File: config.mk
export PLATFORM = sky130hd
export DESIGN_NAME = count_stepper_flat
export DESIGN_NICKNAME = d
export VERILOG_FILES = /design/src/rtl/count_stepper_pkg.sv /design/src/rtl/count_stepper_if.sv /design/src/rtl/count_stepper_gap_timer.sv /design/src/rtl/count_stepper.sv /design/src/flat_wrapper.sv
export SDC_FILE = /design/constraint.sdc
export NUM_CORES = 1
export LEC_CHECK = 0
export ABC_AREA = 1
export BUFFER_PORTS_ARGS = -buffer_cell sky130_fd_sc_hd__buf_2
export CAP_MARGIN = 30
export CORE_AREA = 2 2 46 48
export CTS_BUF_LIST = sky130_fd_sc_hd__clkbuf_16
export DETAILED_ROUTE_END_ITERATION = 10
export DIE_AREA = 0 0 48 50
export GPL_ROUTABILITY_DRIVEN = 1
export PLACE_DENSITY = 0.85
export SLEW_MARGIN = 5
export SYNTH_ARGS = -nofsm -noshare
export SYNTH_HDL_FRONTEND = slang
export SYNTH_HIERARCHICAL = 1
export SYNTH_SLANG_ARGS = --single-unit
export TNS_END_PERCENT = 20
File: constraint.sdc
create_clock -name clk -period 3 [get_ports clk]
set_input_delay 0.3 -clock clk [delete_from_list [all_inputs] [get_ports clk]]
set_output_delay 0.3 -clock clk [all_outputs]
set_load 0.01 [all_outputs]
File: src/rtl/count_stepper_pkg.sv
// Shared types and helpers for the count_stepper pulse driver.
// Holds the FSM state encoding, default sizing constants and the wrap-distance function.
package count_stepper_pkg;

    localparam int MODULUS_DEFAULT = 5;
    localparam int CW_DEFAULT      = 3;

    typedef enum logic [1:0] {
        ST_IDLE  = 2'd0,
        ST_PULSE = 2'd1,
        ST_GAP   = 2'd2,
        ST_DONE  = 2'd3
    } state_t;

    // Forward distance from current to target on a mod-`modulus` ring; both inputs must be < modulus.
    function automatic int unsigned mod_dist(input int unsigned target,
                                             input int unsigned current,
                                             input int unsigned modulus);
        int unsigned sum;
        sum = target + modulus - current;
        return (sum >= modulus) ? sum - modulus : sum;
    endfunction

endpackage

File: src/rtl/count_stepper_if.sv
// Request/step bundle between a requester (master) and count_stepper (slave).
interface count_stepper_if #(
    parameter int CW = count_stepper_pkg::CW_DEFAULT
);
    logic          req_valid;
    logic [CW-1:0] req_target;
    logic          req_ready;
    logic          step;
    logic [CW-1:0] track_count;
    logic          busy;
    logic          done;
    logic          err;

    modport master (
        output req_valid, req_target,
        input  req_ready, step, track_count, busy, done, err
    );

    modport slave (
        input  req_valid, req_target,
        output req_ready, step, track_count, busy, done, err
    );
endinterface

File: src/rtl/count_stepper_gap_timer.sv
// Down-counter that times the idle cycles between step pulses.
// Loaded with GAP while the FSM is pulsing; o_expired marks the final idle cycle.
module gap_timer #(
    parameter int GAP = 1
) (
    input  logic clk,
    input  logic reset,
    input  logic i_load,
    input  logic i_tick,
    output logic o_expired
);
    localparam int GW = (GAP > 0) ? $clog2(GAP + 1) : 1;

    logic [GW-1:0] r_count;

    // NOTE: sequential state uses non-blocking assignments only, so every reader sees the pre-edge value.
    always_ff @(posedge clk) begin
        if (reset) begin
            r_count <= '0;
        end else if (i_load) begin
            r_count <= GW'(GAP);
        end else if (i_tick && (r_count != '0)) begin
            r_count <= r_count - 1'b1;
        end
    end

    assign o_expired = (r_count <= GW'(1));

endmodule

File: src/rtl/count_stepper.sv
// Emits single-cycle step pulses that walk a downstream mod-MODULUS counter to a requested target,
// keeping a shadow copy of that counter in track_count.
module count_stepper
    import count_stepper_pkg::*;
#(
    parameter int MODULUS = MODULUS_DEFAULT,
    parameter int GAP     = 1,
    parameter int CW      = CW_DEFAULT
) (
    input  logic clk,
    input  logic reset,
    count_stepper_if.slave bus
);

    state_t        r_state;
    logic [CW-1:0] r_remaining;
    logic [CW-1:0] r_track;
    logic          r_step;
    logic          r_busy;
    logic          r_done;
    logic          r_err;
    logic          r_ready;

    logic          w_accept;
    logic          w_target_bad;
    logic [CW-1:0] w_dist;
    logic [CW-1:0] w_track_next;
    logic          w_gap_load;
    logic          w_gap_tick;
    logic          w_gap_expired;

    assign w_accept     = bus.req_valid & r_ready;
    assign w_target_bad = ({1'b0, bus.req_target} >= (CW + 1)'(MODULUS));
    assign w_dist       = CW'(mod_dist(int'(bus.req_target), int'(r_track), MODULUS));
    assign w_track_next = (r_track == CW'(MODULUS - 1)) ? '0 : r_track + 1'b1;
    assign w_gap_load   = (r_state == ST_PULSE);
    assign w_gap_tick   = (r_state == ST_GAP);

    generate
        if (GAP > 0) begin : g_gap
            gap_timer #(.GAP(GAP)) u_gap_timer (
                .clk       (clk),
                .reset     (reset),
                .i_load    (w_gap_load),
                .i_tick    (w_gap_tick),
                .o_expired (w_gap_expired)
            );
        end else begin : g_no_gap
            assign w_gap_expired = 1'b1;
        end
    endgenerate

    // Outputs are registered: each one is set on the transition into the state that owns it.
    always_ff @(posedge clk) begin
        if (reset) begin
            r_state     <= ST_IDLE;
            r_remaining <= '0;
            r_track     <= '0;
            r_step      <= 1'b0;
            r_busy      <= 1'b0;
            r_done      <= 1'b0;
            r_err       <= 1'b0;
            r_ready     <= 1'b1;
        end else begin
            r_step <= 1'b0;
            r_done <= 1'b0;
            r_err  <= 1'b0;
            case (r_state)
                ST_IDLE: begin
                    if (w_accept) begin
                        r_busy  <= 1'b1;
                        r_ready <= 1'b0;
                        if (w_target_bad) begin
                            r_state <= ST_DONE;
                            r_done  <= 1'b1;
                            r_err   <= 1'b1;
                        end else if (w_dist == '0) begin
                            r_state <= ST_DONE;
                            r_done  <= 1'b1;
                        end else begin
                            r_state     <= ST_PULSE;
                            r_step      <= 1'b1;
                            r_remaining <= w_dist;
                        end
                    end
                end
                ST_PULSE: begin
                    r_track     <= w_track_next;
                    r_remaining <= r_remaining - 1'b1;
                    if (r_remaining == CW'(1)) begin
                        r_state <= ST_DONE;
                        r_done  <= 1'b1;
                    end else if (GAP > 0) begin
                        r_state <= ST_GAP;
                    end else begin
                        r_step <= 1'b1;
                    end
                end
                ST_GAP: begin
                    if (w_gap_expired) begin
                        r_state <= ST_PULSE;
                        r_step  <= 1'b1;
                    end
                end
                ST_DONE: begin
                    r_state <= ST_IDLE;
                    r_busy  <= 1'b0;
                    r_ready <= 1'b1;
                end
                default: r_state <= ST_IDLE;
            endcase
        end
    end

    assign bus.req_ready   = r_ready;
    assign bus.step        = r_step;
    assign bus.track_count = r_track;
    assign bus.busy        = r_busy;
    assign bus.done        = r_done;
    assign bus.err         = r_err;

endmodule

File: src/flat_wrapper.sv
// flat-port wrapper written by rule: the top's interface ports become plain ports
module count_stepper_flat import count_stepper_pkg::*;
#(
    parameter int MODULUS = MODULUS_DEFAULT,
    parameter int GAP     = 1,
    parameter int CW      = CW_DEFAULT
)
  (clk, reset, bus_req_valid, bus_req_target, bus_req_ready, bus_step, bus_track_count, bus_busy, bus_done, bus_err);
  count_stepper_if #(.CW(CW)) bus_i ();
  input  logic clk;
  input  logic reset;
  input wire logic [$bits(bus_i.req_valid)-1:0] bus_req_valid;
  input wire logic [$bits(bus_i.req_target)-1:0] bus_req_target;
  output wire logic [$bits(bus_i.req_ready)-1:0] bus_req_ready;
  output wire logic [$bits(bus_i.step)-1:0] bus_step;
  output wire logic [$bits(bus_i.track_count)-1:0] bus_track_count;
  output wire logic [$bits(bus_i.busy)-1:0] bus_busy;
  output wire logic [$bits(bus_i.done)-1:0] bus_done;
  output wire logic [$bits(bus_i.err)-1:0] bus_err;
  assign bus_i.req_valid = bus_req_valid;
  assign bus_i.req_target = bus_req_target;
  assign bus_req_ready = bus_i.req_ready;
  assign bus_step = bus_i.step;
  assign bus_track_count = bus_i.track_count;
  assign bus_busy = bus_i.busy;
  assign bus_done = bus_i.done;
  assign bus_err = bus_i.err;
  count_stepper #(.MODULUS(MODULUS), .GAP(GAP), .CW(CW)) u_core (.clk(clk), .reset(reset), .bus(bus_i));
endmodule
==> metrics.yaml <==
finClkSkew_ps: 0.858
synthFlopType: "dfxtp_1"
timing.final.crit_share_pct: 83.0
grt_use_total_pct: 18.2
fin_cells: 182
hold_viol: 0
clkLatencyLatePin_ps: 240
cts_buffers: 3
ys_ff_latch: 13
fillCellCount: 161
pre_cts_slack_ps: 466
cts_tree: "done"
timing.fmax_mhz: 402
crit_type: "flip-flop to flip-flop"
dieArea_sq_um: 2400
cts_resized: 0
h-tree-depth: 1
synth_edf_count: 0
tightest_slew_ps: 581
p_per_area_nw_per_um2: 809
fp-row-count: 16
hold_path.class: "input port to flip-flop"
die_w_microns: 48
netlist.area_leader.share_pct: 26.7
yosysUniqueCellTypes: 27
setup_viol: 0
totalNegativeSetupSlack_ps: 0
start_kind: "flip-flop"
hold_buffers: 0
viasPerCell: 4.87
regArea_sq_um: 260
ios: 14
postSynthCellCount: 140
grt_pass1_vias: 858
drtAntennaViolNets: 0
grt_antenna_before_repair: 0
yosys_warnings: 6
post_cts_buffers: 0
nets: 175
outcome: "finished, final reports clean"
crit_arrival_ps: 2610
syn_nets: 159
overflow: 0
first_iter_violations: 32
critPathCaptureType: "flip-flop"
worstPathRequired_ps: 3130
final_max_slew_viol_count: 0
clock_sinks: 13
num_vias: 887
drive_above_1_share_pct: 21.9
slew_headroom_pct: 60.8
drcViolationCount: 0
leakage_nw: 0.612
grt_pass1_wl_microns: 3130
yosysTopAreaCell: "dfxtp_1"
initial_core_util_pct: 51.3
root_buffer: "clkbuf_16"
irDropWorstVdd_v: 0.000641
synth.area.top_cells: "dfxtp_1, ha_1, nand2_1"
period_minus_slack_ps: 2490
wl_microns: 1860
dp_hpwl_microns: 1450
path_clk_slew_ps: 40
place.gp.congestion: 0.836
grt_max_degree: 9
drv_cap: 0
fp.dieH_microns: 50
timing.final.ws_setup_ps: 511
syn-cell-area_sq_um: 976
antenna_cells: 0
synthToLayoutAreaGrowth_pct: 17.1
core_area_sq_um: 1900
synth-async-reset-ratio_pct: 0
layout_commonest_cell: "nand2_1"
cts.path.max_buffers: 2
place_inst: 178
avgRoutedWirePerCell_microns: 10.2
seq_area_frac_synth_pct: 26.7
port-buffer-count: 13
rsz0062_at_grt: "no"
layout_common_cells: "nand2_1, inv_1, buf_2, dfxtp_1, ha_1"
multi_input_area_sq_um: 599
cp_max_fo: 5
detail_route.first_pass.iterations: 4
syn_area_per_cell_sq_um: 6.97
layer usage:
| layer | wire (microns) | vias to the layer above | track usage [%] |
|---|---|---|---|
| li1 | - | 463 | - |
| met1 | 837 | 401 | 17.5 |
| met2 | 925 | 23 | 33.6 |
| met3 | 99 | 0 | 8.79 |
| met4 | 0 | 0 | 2.70 |
| met5 | 0 | - | 0 |
kinds of logic (layout without fill, tap and decap cells):
| logic type | count (synthesis) | after routing | share of synthesized area [%] |
|---|---|---|---|
| adders and majority gates | 13 | 13 | 17.4 |
| AOI/OAI and AO/OA | 20 | 20 | 12.2 |
| and+or+nand+nor | 62 | 62 | 30.4 |
| muxes | 1 | 1 | 1.03 |
| DFF | 13 | 13 | 26.7 |
| buffers and inverters | 30 | 45 | 11.9 |
| other | 1 | 1 | 0.384 |
sequential cells by signal, summed over array words and instances (netlist names):
signal                  count
u_core/bus.track_count      3
u_core/r_remaining          3
u_core/r_state              2
u_core/bus.busy             1
u_core/bus.done             1
u_core/bus.err              1
u_core/bus.req_ready        1
u_core/bus.step             1
metrics by stage:
stage                     hold WS (ps)  utilization, %  cell area (sq um)  power, mW
after floorplan                    481               -                976      0.585
after global placement             441            55.9               1060      0.651
after detailed placement           456            55.9               1060      0.673
after CTS                          311            60.1               1140      0.928
after global routing               325            60.1               1140       1.01
final                              317            60.1               1140      0.924
synthesized netlist by cell type (2+ instances only):
cell type,number
nand3_1,5
nand2_1,31
nand2_2,3
inv_2,3
o21ai_0,7
dfxtp_1,13
nor2_1,11
ha_1,12
inv_1,25
nor2_2,4
a21oi_1,8
a21oi_2,2
nor2_4,2
final timing paths:
kind,endpoint,from,slack (ps),depth (start not counted)
max reg2reg,u_core/bus.done,u_core/bus.track_count[0],510,15
min reg2reg,u_core/bus.req_ready,u_core/bus.req_ready,460,2
max,u_core/bus.done,u_core/bus.track_count[0],510,15
min,u_core/r_state[1],reset,320,2
critical path, stage by stage (launching register included):
cell and delay (ps):
dfxtp_1 390, inv_1 90, ha_1 200, ha_1 200
fa_1 540, inv_2 70, nor2_4 100, inv_1 60
nand4_2 110, nand2_1 70, nand2_1 100, nor2_2 50
nand2_1 110, nand2_1 80, a21oi_1 140, nor2_1 50
area by class of cell:
cell class	instances	share of cell area, %
Timing Repair Buffer	13	5.70
Multi-Input combinational cell	97	52.5
Inverter	28	9.20
Clock buffer	3	6.57
Tap cell	27	2.96
Sequential cell	13	22.8
Clock inverter	1	0.329
power breakdown:
part / internal (mW) / switching [mW]
Sequential: 0.214 / 0.0346
Clock: 0.175 / 0.0659
Combinational: 0.168 / 0.267
Total: 0.556 / 0.367
Power figures use the tool's default switching activity.
